$ cat src/rtl/puf_tests_pkg.sv
// puf_tests_pkg: shared parameters and helpers for the on-line PUF/TRNG health tests
package puf_tests_pkg;
  function automatic int clog2(input int v);
    int r;
    r = 0;
    while ((1 << r) < v) r++;
    return r;
  endfunction
  localparam int CS_N = 20000;
  localparam int CS_U = 397;
  localparam int CS_CNT_W = clog2(CS_N);
  localparam int CS_SUM_W = clog2(CS_N + 1) + 1;
  localparam int CS_EXC_W = CS_SUM_W - 1;
  localparam int CS_FAILCNT_W = 8;
endpackage

$ cat src/rtl/cusum_walk.sv
// cusum_walk: +/-1 random walk with running max/min, both seeded at 0 so S_0 is covered
module cusum_walk
  import puf_tests_pkg::*;
#(
  parameter int SUM_W = CS_SUM_W
) (
  input  logic                    clk,
  input  logic                    rst_n,
  input  logic                    i_clr,
  input  logic                    i_step,
  input  logic                    i_bit,
  output logic signed [SUM_W-1:0] o_s_nxt,
  output logic signed [SUM_W-1:0] o_smax_nxt,
  output logic signed [SUM_W-1:0] o_smin_nxt
);
  localparam logic signed [SUM_W-1:0] ONE = 1;
  logic signed [SUM_W-1:0] r_s, r_smax, r_smin;
  always_comb begin
    o_s_nxt    = i_bit ? r_s + ONE : r_s - ONE;
    o_smax_nxt = (o_s_nxt > r_smax) ? o_s_nxt : r_smax;
    o_smin_nxt = (o_s_nxt < r_smin) ? o_s_nxt : r_smin;
  end
  always_ff @(posedge clk) begin
    if (!rst_n || i_clr) begin
      r_s    <= '0;
      r_smax <= '0;
      r_smin <= '0;
    end else if (i_step) begin
      r_s    <= o_s_nxt;
      r_smax <= o_smax_nxt;
      r_smin <= o_smin_nxt;
    end
  end
endmodule

$ cat src/rtl/cumulative_sums_fb.sv
// cumulative_sums_fb: streaming forward/backward cumulative-sums test per N-bit block,
// with gap-tolerant input, per-block verdict and block/fail statistics
module cumulative_sums_fb
  import puf_tests_pkg::*;
#(
  parameter int N         = CS_N,
  parameter int U         = CS_U,
  parameter int CNT_W     = CS_CNT_W,
  parameter int SUM_W     = CS_SUM_W,
  parameter int FAILCNT_W = CS_FAILCNT_W
) (
  input  logic                 clk,
  input  logic                 rst_n,
  input  logic                 i_bit_valid,
  input  logic                 i_rand,
  output logic                 o_res_valid,
  output logic [SUM_W-2:0]     o_fwd_exc,
  output logic [SUM_W-2:0]     o_bwd_exc,
  output logic                 o_pass_fwd,
  output logic                 o_pass_bwd,
  output logic                 o_pass,
  output logic [FAILCNT_W-1:0] o_block_cnt,
  output logic [FAILCNT_W-1:0] o_fail_cnt
);
  localparam logic signed [SUM_W-1:0] U_S = SUM_W'(U);
  logic [CNT_W-1:0]        r_cnt;
  logic signed [SUM_W-1:0] w_s_nxt, w_smax_nxt, w_smin_nxt, w_fwd, w_bwd;
  logic                    w_last, w_pass_fwd, w_pass_bwd;
  cusum_walk #(.SUM_W(SUM_W)) u_walk (
    .clk        (clk),
    .rst_n      (rst_n),
    .i_clr      (w_last),
    .i_step     (i_bit_valid),
    .i_bit      (i_rand),
    .o_s_nxt    (w_s_nxt),
    .o_smax_nxt (w_smax_nxt),
    .o_smin_nxt (w_smin_nxt)
  );
  // Backward partial sums are S_N - S_k, so the post-step extremes give both modes.
  always_comb begin
    w_last     = i_bit_valid && (r_cnt == CNT_W'(N - 1));
    w_fwd      = (w_smax_nxt > -w_smin_nxt) ? w_smax_nxt : -w_smin_nxt;
    w_bwd      = (w_smax_nxt - w_s_nxt > w_s_nxt - w_smin_nxt) ? w_smax_nxt - w_s_nxt
                                                              : w_s_nxt - w_smin_nxt;
    w_pass_fwd = w_fwd <= U_S;
    w_pass_bwd = w_bwd <= U_S;
  end
  always_ff @(posedge clk) begin
    if (!rst_n || w_last) r_cnt <= '0;
    else if (i_bit_valid) r_cnt <= r_cnt + 1'b1;
  end
  always_ff @(posedge clk) begin
    if (!rst_n) begin
      o_res_valid <= 1'b0;
      o_fwd_exc   <= '0;
      o_bwd_exc   <= '0;
      o_pass_fwd  <= 1'b0;
      o_pass_bwd  <= 1'b0;
      o_pass      <= 1'b0;
      o_block_cnt <= '0;
      o_fail_cnt  <= '0;
    end else begin
      o_res_valid <= w_last;
      if (w_last) begin
        o_fwd_exc   <= w_fwd[SUM_W-2:0];
        o_bwd_exc   <= w_bwd[SUM_W-2:0];
        o_pass_fwd  <= w_pass_fwd;
        o_pass_bwd  <= w_pass_bwd;
        o_pass      <= w_pass_fwd && w_pass_bwd;
        o_block_cnt <= o_block_cnt + 1'b1;
        if (!(w_pass_fwd && w_pass_bwd) && o_fail_cnt != '1) o_fail_cnt <= o_fail_cnt + 1'b1;
      end
    end
  end
endmodule
$ cat config.mk
export PLATFORM = sky130hd
export DESIGN_NAME = cumulative_sums_fb
export DESIGN_NICKNAME = d
export VERILOG_FILES = /design/src/rtl/puf_tests_pkg.sv /design/src/rtl/cusum_walk.sv /design/src/rtl/cumulative_sums_fb.sv
export SDC_FILE = /design/constraint.sdc
export NUM_CORES = 1
export LEC_CHECK = 0
export ABC_AREA = 1
export CORE_MARGIN = 4
export CORE_UTILIZATION = 62
export DETAILED_ROUTE_END_ITERATION = 16
export HOLD_SLACK_MARGIN = 0.08
export PLACE_DENSITY_LB_ADDON = 0.08
export SYNTH_ARGS = -nofsm -noshare
export SYNTH_HDL_FRONTEND = slang
export SYNTH_HIERARCHICAL = 1
export SYNTH_SLANG_ARGS = --single-unit
$ cat constraint.sdc
create_clock -name clk -period 11.3 [get_ports clk]
set_clock_uncertainty 0.1 [all_clocks]
set_input_delay 2.26 -clock clk [delete_from_list [all_inputs] [get_ports clk]]
set_output_delay 2.26 -clock clk [all_outputs]
set_load 0.005 [all_outputs]
Yosys cells after proc, flatten, opt, wreduce, memory -nomap -nowiden
Index checks and enable logic that the tools add are counted.

Register bits: 113. Bits in latches: 0. RAM bits: 0. Memory bits (read-only): 0. Input port bits: 4. Output and inout port bits: 50. Logic and storage cells: 40. Memories: 0.

Add/subtract/negate cells: 8. Multipliers: 0. Div/mod/pow operators: 0. Order comparisons: 6. Eq/ne operators: 2. Shift-type cells: 0. Multiplexer cells: 5. Bitwise logic cells: 0. Reductions and logical operators: 7.

Operators by type and width (count): two-way mux 16 bit (5); > comparator 16 bit (3); less-or-equal comparator 16 x 10 -> 1 bit, second input constant (2); subtractor 16 bit (2); adder 16 x 2 -> 16 bit, second input constant (1); adder 8 x 1 -> 8 bit, second input constant (2); < comparator 16 bit (1); negator 16 bit (1); subtractor 16 x 2 -> 16 bit, second input constant (1); adder 15 x 1 -> 15 bit, second input constant (1); equality test 15 bit, second input constant (1); != test 8 bit, second input constant (1); logical AND 1 bit (3); logical NOT 1 bit (2); AND reduction 2 bit (1); logical OR 1 bit (1).

Longest topological paths before layout
Depth in word-level cells: 12. Gate-level depth with buffers: 63. Depth with buffers taken out: 61.

By module
Netlist, hierarchy kept.

By module, submodules not included: cumulative_sums_fb (times used 1, cells an instance 806, area each 5489.0 µm², sequential area each 1301.2 µm²); cusum_walk (times used 1, cells an instance 679, area each 4154.0 µm², sequential area each 960.9 µm²).

Worst setup path after synthesis
Ideal clock, no wire load.

Path type: input -> register. From: in i_rand. To: reg o_fail_cnt[4]. Setup time: 0.115 ns. Data arrival time: 8.872 ns. Data required time: 11.085 ns. Slack: 2.213 ns. Stages on the path: 58. Buffers on the path: 3. Path through: inv_1 -> ha_1 -> nand2_1 -> inv_1 -> a21oi_1 -> nor2_1 -> nor2_1 -> nand2_1 -> nand2_1 -> nand2_1 -> ha_1 -> nand2_1 -> or2_0 -> and3_1 -> nand2_1 -> nand2_2 -> nand2_4 -> buf_8 -> (+22 left out) -> nor2_1 -> nor2_2 -> nand2_1 -> nand2_2 -> nand2_4 -> nand2_2 -> buf_6 -> nand2_1 -> nand2_1 -> nor2_1 -> nand3_1 -> nor2_1 -> nand2_1 -> nand2_2 -> nand2_4 -> buf_6 -> a21oi_1 -> nor2_1.

Cells in the longest elaborated chain, start to end: 11. Elaborated cells on any way between the ends: 18. Those cells by class: 3 x add/sub; 6 x order compare; 5 x mux; 4 x reduce/logical.

RTL lines: start, declared (RTL line cumulative_sums_fb.sv:15) `input logic i_rand,`; two-way mux 16 bit (*) (RTL line cusum_walk.sv:19) `o_s_nxt = i_bit ? r_s + ONE : r_s - ONE;`; named net w_s_nxt[15] (RTL line cumulative_sums_fb.sv:27) `logic signed [SUM_W-1:0] w_s_nxt, w_smax_nxt, w_smin_nxt, w_fwd, w_bwd;`; < comparator 16 bit (*) (RTL line cusum_walk.sv:21) `o_smin_nxt = (o_s_nxt < r_smin) ? o_s_nxt : r_smin;`; two-way mux 16 bit (*) (RTL line cusum_walk.sv:21); named net w_smin_nxt[3] (RTL line cumulative_sums_fb.sv:27); negator 16 bit / subtractor 16 bit (equally long branches) (RTL line cumulative_sums_fb.sv:42, cumulative_sums_fb.sv:43, cumulative_sums_fb.sv:44); > comparator 16 bit (on tied branches) (RTL line cumulative_sums_fb.sv:42, cumulative_sums_fb.sv:43); two-way mux 16 bit (on tied branches) (RTL line cumulative_sums_fb.sv:42, cumulative_sums_fb.sv:43); less-or-equal comparator 16 x 10 -> 1 bit (on tied branches) (RTL line cumulative_sums_fb.sv:45, cumulative_sums_fb.sv:46); logical AND 1 bit (*) (RTL line cumulative_sums_fb.sv:71) `if (!(w_pass_fwd && w_pass_bwd) && o_fail_cnt != '1) o_fail_cnt <= o_fail_cnt + 1'b1;`; logical NOT 1 bit (*) (RTL line cumulative_sums_fb.sv:71); logical AND 1 bit (*) (RTL line cumulative_sums_fb.sv:71); AND reduction 2 bit (no line) (*); end signal, assigned (RTL line cumulative_sums_fb.sv:71); end, declared (RTL line cumulative_sums_fb.sv:23) `output logic [FAILCNT_W-1:0] o_fail_cnt`.

Mark *: on every way through the listed nets, which the timed path passes. The rest lies on a longest branch. A chain may end at the register's enable or synchronous reset.

Worst setup path in the final report
From: in i_rand. To: reg o_fail_cnt[1].

The elaborated chain is that of the path after synthesis.

==> results.cfg <==
[job]
cap_viol_max_count = 0

[logic_synthesis]
ys_seq_area_frac = 0.235
ys_types = 48
synthCells = 1485
synth_top_family_by_area = simple AND/OR/NAND/NOR gates
yosys-top-cells-area = dfxtp_1 23%, nand2_1 15%, ha_1 14%
synth_flop_cell = dfxtp_1
syn_nets = 1602
synthTopCellsByCount = 390 x nand2_1, 240 x inv_1, 113 x dfxtp_1
synth_warnings = 6
synthXorXnorAreaFrac = 0.0481
yosysTopAreaCell = dfxtp_1
synth_most_common_cell = nand2_1
async_reset_ff_frac = 0
muxShareOfSynthArea = 0
synth-compound-area-share = 0.133
synth-seq-cells = 113
synthAdderAreaFrac = 0.149
synth_edf_count = 0
synth_area_um2 = 9640
synthSimpleGateAreaFrac = 0.321
syn_avg_cell_area_um2 = 6.49
netlist.area_leader.share = 0.235

[routing]
drtIter0Drc = 570
vias = 9601
first_pass_iters = 5
drc = 0
viasPerCell = 5.51
drt_wl_total_mm = 25.9
drtAntennaViolNets = 0
routedWlPerCell_um = 14.8

[sta]
hold_viol = 0
fmax_ghz = 0.0959
slew_viol_final = 0
slew_headroom = 0.215
worstMarginPinSlew_ns = 1.17
min_period_ns = 10.43
finalSetupTns_ns = 0
rsz0062_at_grt = no
min_period_over_period = 0.923
setup_viol = 0

[clock_tree]
clock_path_buffers = 2
cts-root-buf = clkbuf_16
cts_sinks = 113
cts.clk_slew.worst_paths_ns = 0.07
cts_buffers = 17
clk_latency_ns = 0.42
cts_tree = built
htreeDepth = 4

[place]
dp_hpwl_mm = 19.9
place_area_um2 = 10300
place_congestion = 0.980
dp.cells = 1709
io_buffers = 53

[setup_path]
crit_start = i_rand
cp.required_ns = 11.56
arrival_ns = 10.69
crit_type = input pin to register
crit_fanout = 20
crit_family = simple AND/OR/NAND/NOR gates
startpoint_type = input pin
r2r_start = u_walk/r_s[0]$_SDFFE_PP0P_
critPathSlowestCell = clkdlybuf4s50_1
cpPeakStageDelay_ns = 0.54
cp_common_cell = nand2_1
cp_num_buf_inv = 9
cp-end-kind = register

[grt]
grt_max_degree = 60
grt_pass1_vias = 8731
grt_overflow = 0
antenna_found_initial = 0
grt_pass1_wl_mm = 42.5
track_usage = 0.292

[outcome]
outcome = complete, no violations

[final_layout]
final_nets = 1658
synthToLayoutAreaGrowth_pct = 14.2
final_area_um2 = 11000
diodes = 0
multi_input_area_um2 = 6300
ff_latch_area_um2 = 2260
fillers = 1310
drive_gt1_frac = 0.0695
final-instance-count-excl-fill = 1742

[die]
start_util = 0.634
boundaryPins = 54
core_area_um2 = 15200
die-area_um2 = 17600
die_h_um = 133
die_w_um = 133
rows = 45

[min_path]
hold_start = r_cnt[14]$_SDFFE_PP0P_
hold_path.class = register to register
[through the flow]
stage | utilization | hold WS, ns | worst slack [ns]
after floorplan | - | 0.322 | 2.21
after global placement | 0.680 | 0.335 | 0.391
after detailed placement | 0.680 | 0.346 | 0.302
after CTS | 0.721 | 0.354 | 0.649
after global routing | 0.725 | 0.382 | 0.00911
final | 0.725 | 0.352 | 0.874
[sequential cells by signal, summed over array words and instances, names as in the netlist, 8 cells and up]
name	cells
u_walk/r_s	16
u_walk/r_smax	16
u_walk/r_smin	16
o_bwd_exc	15
o_fwd_exc	15
r_cnt	15
o_block_cnt	8
o_fail_cnt	8
[repair_timing]
item,in CTS,in global routing
hold buffers,0,0
setup endpoints to repair,0,10
buffers inserted,0,1
resized for setup,0,6
[layout by cell type, fill, tap and decap left out, types with 3 or more instances in the layout]
master / synthesis / layout
xor2_1: 43 / 42
nand2_4: 4 / 5
nand3_1: 97 / 97
dfxtp_1: 113 / 113
nand3_2: 15 / 15
nand3b_1: 3 / 3
inv_2: 3 / 3
nand2_2: 18 / 18
nor2_2: 4 / 5
o21a_1: 4 / 4
clkdlybuf4s50_1: 0 / 52
a21oi_1: 112 / 112
clkbuf_16: 0 / 17
o21ai_1: 4 / 4
inv_8: 0 / 3
nor3b_1: 3 / 3
clkinvlp_4: 0 / 3
fa_1: 3 / 3
clkinv_4: 0 / 3
ha_1: 110 / 109
xnor2_1: 10 / 10
nor3_1: 19 / 19
a21o_1: 6 / 6
nand2_1: 390 / 389
o21ai_0: 71 / 71
a22o_1: 15 / 15
buf_4: 1 / 17
a21oi_2: 4 / 4
inv_1: 240 / 239
nor2_1: 106 / 105
inv_6: 0 / 4
nand4_1: 29 / 29
bufinv_16: 0 / 3
nor4_1: 6 / 6
[logic make-up after synthesis]
logic type               count (synthesis)
AND/OR/NAND/NOR                        700
buffers and inverters                  277
AO/OA/AOI/OAI                          229
adder cells (fa/ha/maj)                113
flip-flops                             113
XOR/XNOR                                53
[path summary, 6_finish.rpt]
kind / slack (ns) / to / cells after the start
max reg2reg: 3.17 / o_fail_cnt[1]$_SDFFE_PN0P_ / 52
min: 0.35 / r_cnt[14]$_SDFFE_PP0P_ / 1
min reg2reg: 0.35 / r_cnt[14]$_SDFFE_PP0P_ / 1
max: 0.87 / o_fail_cnt[1]$_SDFFE_PN0P_ / 60
[metal layers]
metal  global-route usage  wire, um  vias to the layer above
met5                    0         0                        -
met2                0.469     11500                      335
li1                     -         -                     4933
met1                0.380     11600                     4264
met4                0.128       950                        0
met3               0.0616      1800                       69
[worst reg2reg max path, delay by kind of cell (launching register included)]
kind,cells,cell delay [ns]
and+or+nand+nor,36,4.04
xor gates and xnor gates,2,0.87
DFF,1,0.38
AOI/OAI and AO/OA,5,0.76
buffers and inverters,5,0.57
adders and majority gates,4,1.34
[layout make-up]
| type | count | share of cell area |
|---|---|---|
| clock buffers | 17 | 0.0386 |
| clock inverters | 15 | 0.0182 |
| flip-flops and latches | 113 | 0.205 |
| repair buffers | 71 | 0.0611 |
| well taps | 188 | 0.0214 |
| inverters | 243 | 0.0831 |
| multi-input cells | 1095 | 0.572 |
Power is left out: the tool's default activity adds up to more than one toggle a clock period on the data nets, which glitch-free logic cannot reach.
